### src/rtl/mem_controller_pkg.sv
// Shared constants and helpers for the RAM read-side controller.
package mem_controller_pkg;

  localparam int unsigned DefDataWidth   = 10;
  localparam int unsigned DefAddrWidth   = 12;
  localparam int unsigned OutBufDepth    = 2;
  localparam int unsigned OutBufCntWidth = $clog2(OutBufDepth + 1);

  typedef enum logic [1:0] {
    LvlHold,
    LvlInc,
    LvlDec
  } lvl_op_e;

  // A write into a full RAM is dropped unless a read frees a slot in the same cycle.
  function automatic lvl_op_e level_op(logic wr, logic rd, logic is_full);
    lvl_op_e op;
    op = LvlHold;
    if (wr && rd) begin
      op = LvlHold;
    end else if (wr && !is_full) begin
      op = LvlInc;
    end else if (rd) begin
      op = LvlDec;
    end
    return op;
  endfunction

endpackage

### src/rtl/skid_fifo2.sv
// Two-entry output FIFO (skid buffer) with push/pop handshake and occupancy count.
module skid_fifo2
  import mem_controller_pkg::*;
#(
  parameter int unsigned DATA_WIDTH = DefDataWidth
) (
  input  logic                      clk,
  input  logic                      reset,
  input  logic                      push,
  input  logic [DATA_WIDTH-1:0]     push_data,
  input  logic                      pop,
  output logic [DATA_WIDTH-1:0]     head_data,
  output logic                      not_empty,
  output logic [OutBufCntWidth-1:0] count
);

  localparam logic [OutBufCntWidth-1:0] Depth = OutBufCntWidth'(OutBufDepth);

  logic [DATA_WIDTH-1:0]     mem_q [OutBufDepth];
  logic                      wr_ptr_q;
  logic                      rd_ptr_q;
  logic [OutBufCntWidth-1:0] count_q;
  logic [OutBufCntWidth-1:0] count_d;
  logic                      do_push;
  logic                      do_pop;

  assign do_pop  = pop && (count_q != '0);
  assign do_push = push && ((count_q != Depth) || do_pop);

  always_comb begin
    count_d = count_q;
    unique case ({do_push, do_pop})
      2'b10:   count_d = count_q + 1'b1;
      2'b01:   count_d = count_q - 1'b1;
      default: count_d = count_q;
    endcase
  end

  always_ff @(posedge clk or posedge reset) begin
    if (reset) begin
      for (int i = 0; i < OutBufDepth; i++) begin
        mem_q[i] <= '0;
      end
      wr_ptr_q <= 1'b0;
      rd_ptr_q <= 1'b0;
      count_q  <= '0;
    end else begin
      if (do_push) begin
        mem_q[wr_ptr_q] <= push_data;
        wr_ptr_q        <= ~wr_ptr_q;
      end
      if (do_pop) begin
        rd_ptr_q <= ~rd_ptr_q;
      end
      count_q <= count_d;
    end
  end

  assign head_data = mem_q[rd_ptr_q];
  assign not_empty = (count_q != '0);
  assign count     = count_q;

endmodule

### src/rtl/ram_rd_ctrl.sv
// Read-side controller: tracks RAM occupancy and streams words into a 2-entry skid buffer.
// Optional sticky overflow flag ovf_err when RAM_RD_CTRL_OVF_CHK_EN is defined.
module ram_rd_ctrl
  import mem_controller_pkg::*;
#(
  parameter int unsigned DATA_WIDTH = DefDataWidth,
  parameter int unsigned ADDR_WIDTH = DefAddrWidth
) (
  input  logic                  clk,
  input  logic                  reset,
  input  logic                  wr_req,
  output logic                  ram_rd_req,
  input  logic [DATA_WIDTH-1:0] ram_rd_data,
  output logic                  out_valid,
  output logic [DATA_WIDTH-1:0] out_data,
  input  logic                  out_ready,
`ifdef RAM_RD_CTRL_OVF_CHK_EN
  output logic                  ovf_err,
`endif
  output logic [ADDR_WIDTH:0]   level,
  output logic                  empty,
  output logic                  full
);

  localparam logic [ADDR_WIDTH:0] LevelMax = {1'b1, {ADDR_WIDTH{1'b0}}};
  localparam int unsigned         OccWidth = OutBufCntWidth + 1;
  localparam logic [OccWidth-1:0] OccMax   = OccWidth'(OutBufDepth);

  logic [ADDR_WIDTH:0]       level_q;
  logic [ADDR_WIDTH:0]       level_d;
  logic                      inflight_q;
  logic                      fifo_valid;
  logic [OutBufCntWidth-1:0] fifo_count;
  logic                      pop;
  logic [OccWidth-1:0]       occupancy;
  lvl_op_e                   op;

  assign pop       = fifo_valid && out_ready;
  assign full      = (level_q == LevelMax);
  assign empty     = (level_q == '0);
  assign level     = level_q;
  assign out_valid = fifo_valid;

  // pop can only be high with a non-empty buffer, so this never underflows.
  assign occupancy = {1'b0, fifo_count} + OccWidth'(inflight_q) - OccWidth'(pop);

  assign ram_rd_req = !empty && (occupancy < OccMax);

  assign op = level_op(wr_req, ram_rd_req, full);

  always_comb begin
    level_d = level_q;
    unique case (op)
      LvlInc:  level_d = level_q + 1'b1;
      LvlDec:  level_d = level_q - 1'b1;
      default: level_d = level_q;
    endcase
  end

  always_ff @(posedge clk or posedge reset) begin
    if (reset) begin
      level_q    <= '0;
      inflight_q <= 1'b0;
    end else begin
      level_q    <= level_d;
      inflight_q <= ram_rd_req;
    end
  end

`ifdef RAM_RD_CTRL_OVF_CHK_EN
  logic ovf_err_q;

  always_ff @(posedge clk or posedge reset) begin
    if (reset) begin
      ovf_err_q <= 1'b0;
    end else if (wr_req && full && !ram_rd_req) begin
      ovf_err_q <= 1'b1;
    end
  end

  assign ovf_err = ovf_err_q;
`endif

  skid_fifo2 #(
    .DATA_WIDTH(DATA_WIDTH)
  ) u_out_buf (
    .clk      (clk),
    .reset    (reset),
    .push     (inflight_q),
    .push_data(ram_rd_data),
    .pop      (pop),
    .head_data(out_data),
    .not_empty(fifo_valid),
    .count    (fifo_count)
  );

endmodule

### config.mk
export PLATFORM = sky130hd
export DESIGN_NAME = ram_rd_ctrl
export DESIGN_NICKNAME = d
export VERILOG_FILES = /design/src/rtl/mem_controller_pkg.sv /design/src/rtl/skid_fifo2.sv /design/src/rtl/ram_rd_ctrl.sv
export SDC_FILE = /design/constraint.sdc
export NUM_CORES = 1
export LEC_CHECK = 0
export CAP_MARGIN = 25
export CORE_ASPECT_RATIO = 0.75
export CORE_UTILIZATION = 41
export CTS_CLUSTER_SIZE = 14
export DETAILED_ROUTE_END_ITERATION = 8
export GPL_TIMING_DRIVEN = 0
export PLACE_DENSITY = 0.65
export SLEW_MARGIN = 25
export SYNTH_ARGS = -nofsm -noshare
export SYNTH_HDL_FRONTEND = slang
export SYNTH_SLANG_ARGS = --single-unit
### constraint.sdc
create_clock -name clk -period 5.9 [get_ports clk]
set_input_delay 0.885 -clock clk [delete_from_list [all_inputs] [get_ports clk]]
set_output_delay 0.885 -clock clk [all_outputs]
set_load 0.005 [all_outputs]
== Word level (Yosys, flattened, before mapping) ==
Cells that the tools add are included.
Word-level totals
  bits in registers: 38
  bits of input ports: 14
  output and inout bits: 27
  word-level logic and storage cells: 52
Operators by class
  add/sub/neg operators: 6
  $lt $le $gt $ge: 4
  eq/ne operators: 6
  multiplexer cells: 11
  bitwise gates (word level): 4
  reduce and logical (&&, ||, !) cells: 14
Operators with widths (number)
  10-bit 2-to-1 mux: 4
  13-bit one-hot mux with 2 select lines: 1
  20-bit bitwise mux: 1
  13-bit by 1-bit adder with 13-bit output (second input constant): 1
  13-bit equality test (second input constant): 1
  13-bit zero test: 1
  13-bit by 1-bit subtractor with 13-bit output (second input constant): 1
  10-bit demux with 1-bit select: 1
  1-bit logical AND: 7
  2-bit 2-to-1 mux: 3
  2-bit nonzero test: 3
  2-bit by 1-bit equality test with 1-bit output (second input constant): 2
  2-bit equality test (second input constant): 2
  2-bit >= comparator (second input constant): 2
  1-bit NOT with 2-bit output: 2
  2-bit one-hot mux with 2 select lines: 1
  2-bit by 1-bit adder with 3-bit output: 1
  3-bit by 2-bit < comparator with 1-bit output (second input constant): 1
  3-bit by 1-bit subtractor with 3-bit output: 1
  2-bit by 1-bit adder with 2-bit output (second input constant): 1
  1-bit zero test: 2
  2-bit by 1-bit < comparator with 1-bit output (second input constant): 1
  2-bit != test (second input constant): 1
  1-bit NOT: 2
  other kinds (2): 2

== Depth between registers and ports, before layout ==
  depth in word-level cells: 10
  mapped depth: 15
  depth with buffers taken out: 15

== Cells and area by module ==
Synthesis repeated with hierarchy kept, for this count alone.
Second synthesis, totals
  cells, all modules: 216
  area total of the unflattened synthesis: 2272.2 µm²
By module, submodules not included
  skid_fifo2: times used 1, cells each 86, area each 1141.1 µm², seq. area each 600.6 µm²
  ram_rd_ctrl: times used 1, cells each 130, area each 1131.1 µm², seq. area each 350.3 µm²

== Worst setup path after synthesis ==
No wires, ideal clock.
  kind: input to register
  start: input port out_ready
  end: register level_q[8], in the netlist level[8]
  library setup time: 0.136 ns
  arrival time: 3.880 ns
  required time: 5.764 ns
  slack: 1.884 ns
  stages: 14
  path buffers: 0
  cells stage by stage: and2_1 ha_1 nand2b_1 fa_1 xnor2_1 nand2_1 nor3_1 ha_1 ha_1 a211oi_1 o21ai_0 a31oi_1 xor2_1 o21ai_0
Between the ends
  word-level cells in the longest chain between the ends: 9
  elaborated cells on any way between the ends: 12
  those cells by class: 1 x add/sub; 1 x order compare; 2 x eq/ne; 4 x mux; 4 x reduce/logical
Ends and longest elaborated chain
  from (decl): line ram_rd_ctrl.sv:16  | input logic out_ready,
  1-bit logical AND (*): line ram_rd_ctrl.sv:38  | assign pop = fifo_valid && out_ready;
  3-bit by 1-bit subtractor with 3-bit output (*): line ram_rd_ctrl.sv:45  | assign occupancy = {1'b0, fifo_count} + OccWidth'(inflight_q) - OccWidth'(pop);
  3-bit by 2-bit < comparator with 1-bit output (*): line ram_rd_ctrl.sv:47  | assign ram_rd_req = !empty && (occupancy < OccMax);
  1-bit logical AND (*): line ram_rd_ctrl.sv:47
  2-bit 2-to-1 mux: line mem_controller_pkg.sv:23  | end else if (rd) begin
  2-bit 2-to-1 mux: line mem_controller_pkg.sv:21  | end else if (wr && !is_full) begin
  2-bit 2-to-1 mux (*): line mem_controller_pkg.sv:19  | if (wr && rd) begin
  2-bit equality test / 2-bit by 1-bit equality test with 1-bit output (equally long branches): line ram_rd_ctrl.sv:53  | unique case (op)
  13-bit one-hot mux with 2 select lines / 2-bit nonzero test (equally long branches)
  to (signal assigned): line ram_rd_ctrl.sv:65  | level_q <= level_d;
  to (decl): line ram_rd_ctrl.sv:29  | logic [ADDR_WIDTH:0] level_q;
Mark *: on every way between the ends. The rest lies on a longest branch, timed or not.
A chain may end at the register's enable or synchronous reset.

== Final worst setup path ==
Ends and elaborated chain as after synthesis.

==> impl_metrics.tcl <==
set metrics [dict create \
    status "complete, no violations" \
    utilization_pct 55.5 \
    clock_latency_ps 290 \
    rows 22 \
    yosysTopAreaCell "dfrtp_1" \
    nets 278 \
    die_y_um 65.6 \
    max-slew-margin-rel_pct 55.0 \
    path_buf_inv 1 \
    slew_viol_final 0 \
    fin_tns_setup_ps 0 \
    finClkSkew_ps 4.69 \
    antenna_found_initial 0 \
    grt_use_total_pct 18.6 \
    p_per_area_nw_per_um2 632 \
    die_area_um2 5690 \
    drcViolationCount 0 \
    synthTopCellsByArea "dfrtp_1 43%, mux2_2 16%, ha_1 7.9%" \
    port_buffers 40 \
    drt_pre_antenna_iters 4 \
    viasPerCell 5.25 \
    cts-hold-fix-buffers 0 \
    yosys_warnings 0 \
    yosys.cell_count.top_type "dfrtp_1" \
    reg2reg_depth 15 \
    hpwl_um 3500 \
    regArea_um2 951 \
    crit_arrival_ps 5010 \
    tritoncts "yes" \
    synthCells 200 \
    clkSinkCount 38 \
    grt_pass1_wl_um 7960 \
    crit_type "in2reg" \
    grt_setup_unrepaired "false" \
    via_count 1681 \
    drive_gt1_share_pct 17.3 \
    syn_avg_cell_area_um2 11.0 \
    tightest_slew_ps 668 \
    cts_root_buf "clkbuf_8" \
    cp.required_ps 6050 \
    grt-ovfl-total 0 \
    fp.coreArea_um2 5040 \
    fmax_mhz 206 \
    cts_made_buffers 5 \
    cp.depth 15 \
    slowest_delay_ps 620 \
    final.min_clock_period_ps 4860 \
    leakage_nw 1.22 \
    grt_pass1_vias 1694 \
    ys_top_cells_by_count "38 x dfrtp_1, 31 x mux2_2, 16 x nand2_1, 16 x o21ai_0, 14 x ha_1" \
    ys.flop_type "dfrtp_1" \
    grt_start_max_net_pins 30 \
    crit_slowest_cell "ha_1" \
    diodes 0 \
    die_w_um 86.7 \
    synthesis.area_um2 2210 \
    cap_violations 0 \
    multiInputGateArea_um2 1220 \
    synth_seq_area_share_pct 43.1 \
    cts_setup_buffers 0 \
    ir_drop_uv 263 \
    ios 41 \
    initial_core_util_pct 43.8 \
    finalWeightedCongestion 0.825 \
    routed_wl_um 4700 \
    setup_violations 0 \
    synth_async_sr_flop_share_pct 100 \
    fillers 455 \
    hold_path_class "reg2reg" \
    post_drt_wl_per_cell_um 14.7 \
    ys_types 36 \
    synth_fp_nets 230 \
    cp-start-kind "primary input" \
    max-clock-path-buffers 2 \
    area_growth_pct 26.7 \
    cpMostUsedCell "ha_1" \
    period_share_pct 82.4 \
    drt_iter0_drc 62 \
    synth_top_area_share_pct 43.1 \
    crit_fanout 17 \
    finalHoldViolations 0 \
    synth_edf_count 0 \
    crit_family "adder cells" \
    path_clk_slew_ps 70 \
    ant_nets 0 \
    cts.htree.levels 2 \
    worstPathCellList "clkdlybuf4s50_1 -> and2_1 -> ha_1 -> nand2b_1 -> fa_1 -> xnor2_1 -> nand2_1 -> nor3_1 -> ha_1 -> ha_1 -> a211oi_1 -> o21ai_0 -> a31oi_1 -> xor2_1 -> o21ai_0" \
    whs_path_depth 1 \
    cts_resized 0 \
    worstSetupEndpointType "flop" \
    ys_seq_elements 38 \
]
==> area by class of cell <==
class / count / area share [%]
Timing Repair Buffer: 41 / 15.0
Clock inverter: 2 / 0.358
Multi-Input combinational cell: 154 / 43.6
Sequential cell: 38 / 34.0
Buffer: 4 / 0.805
Inverter: 4 / 0.537
Clock buffer: 5 / 2.46
Tap cell: 72 / 3.22
==> layer usage <==
layer / track usage, % / vias up / routed length, µm
li1: - / 824 / -
met1: 26.5 / 820 / 2420
met2: 27.8 / 29 / 2060
met3: 4.15 / 8 / 145
met4: 6.67 / 0 / 77
met5: 0 / - / 0
==> metrics by stage <==
step	hold WS [ps]	setup WS [ps]	power, mW	instances	area [µm²]
after floorplan	474	1880	1.21	200	2210
after global placement	484	844	1.59	312	2700
after detailed placement	492	804	1.61	313	2720
after CTS	509	1080	1.79	320	2800
after global routing	521	736	1.94	320	2800
final	503	1040	1.77	320	2800
==> where the power goes <==
group / switching [mW] / internal [mW] / leakage, nW
Clock: 0.0902 / 0.0793 / 0.0438
Sequential: 0.108 / 0.399 / 0.454
Combinational: 0.505 / 0.587 / 0.726
Total: 0.703 / 1.06 / 1.22
==> registers in the layout, indices dropped and copies added, names as in the netlist <==
register / count
inflight_q: 1
level: 13
u_out_buf.count: 2
u_out_buf.mem_q: 20
u_out_buf.rd_ptr_q: 1
u_out_buf.wr_ptr_q: 1
==> layout by cell type (no fill, tap or decap), types with 2 or more instances in the layout <==
master / count
nand3_1: 4
a211oi_1: 4
ha_1: 14
dfrtp_1: 38
a31oi_1: 3
and3_1: 3
nor4_1: 5
nor2_1: 8
o21bai_1: 2
xnor2_1: 6
nor3_1: 3
clkdlybuf4s50_1: 40
xor2_1: 10
o21ai_0: 16
a21oi_1: 6
a21o_1: 4
clkbuf_8: 5
mux2_2: 31
nand2_1: 16
clkbuf_1: 3
and2_1: 3
inv_1: 3
clkinv_2: 2
fa_1: 2
==> kinds of logic (layout without fill, tap and decap cells) <==
group | count (synthesis) | count (layout) | synth area share [%]
simple gates | 50 | 50 | 11.6
buf+inv | 8 | 56 | 1.70
xor+xnor | 16 | 16 | 6.35
flops | 38 | 38 | 43.1
compound gates | 40 | 40 | 11.3
fa+ha+maj | 16 | 16 | 9.75
mux | 32 | 32 | 16.3
==> final timing paths <==
check	start	end	slack [ps]
max	out_ready	level[8]	1040
min	u_out_buf.mem_q[19]	u_out_buf.mem_q[19]	500
max reg2reg	u_out_buf.count[1]	level[8]	1290
min reg2reg	u_out_buf.mem_q[19]	u_out_buf.mem_q[19]	500
max in group asynchronous	reset	level[8]	4640
min in group asynchronous	reset	u_out_buf.wr_ptr_q	840
Power figures use the tool's default switching activity.
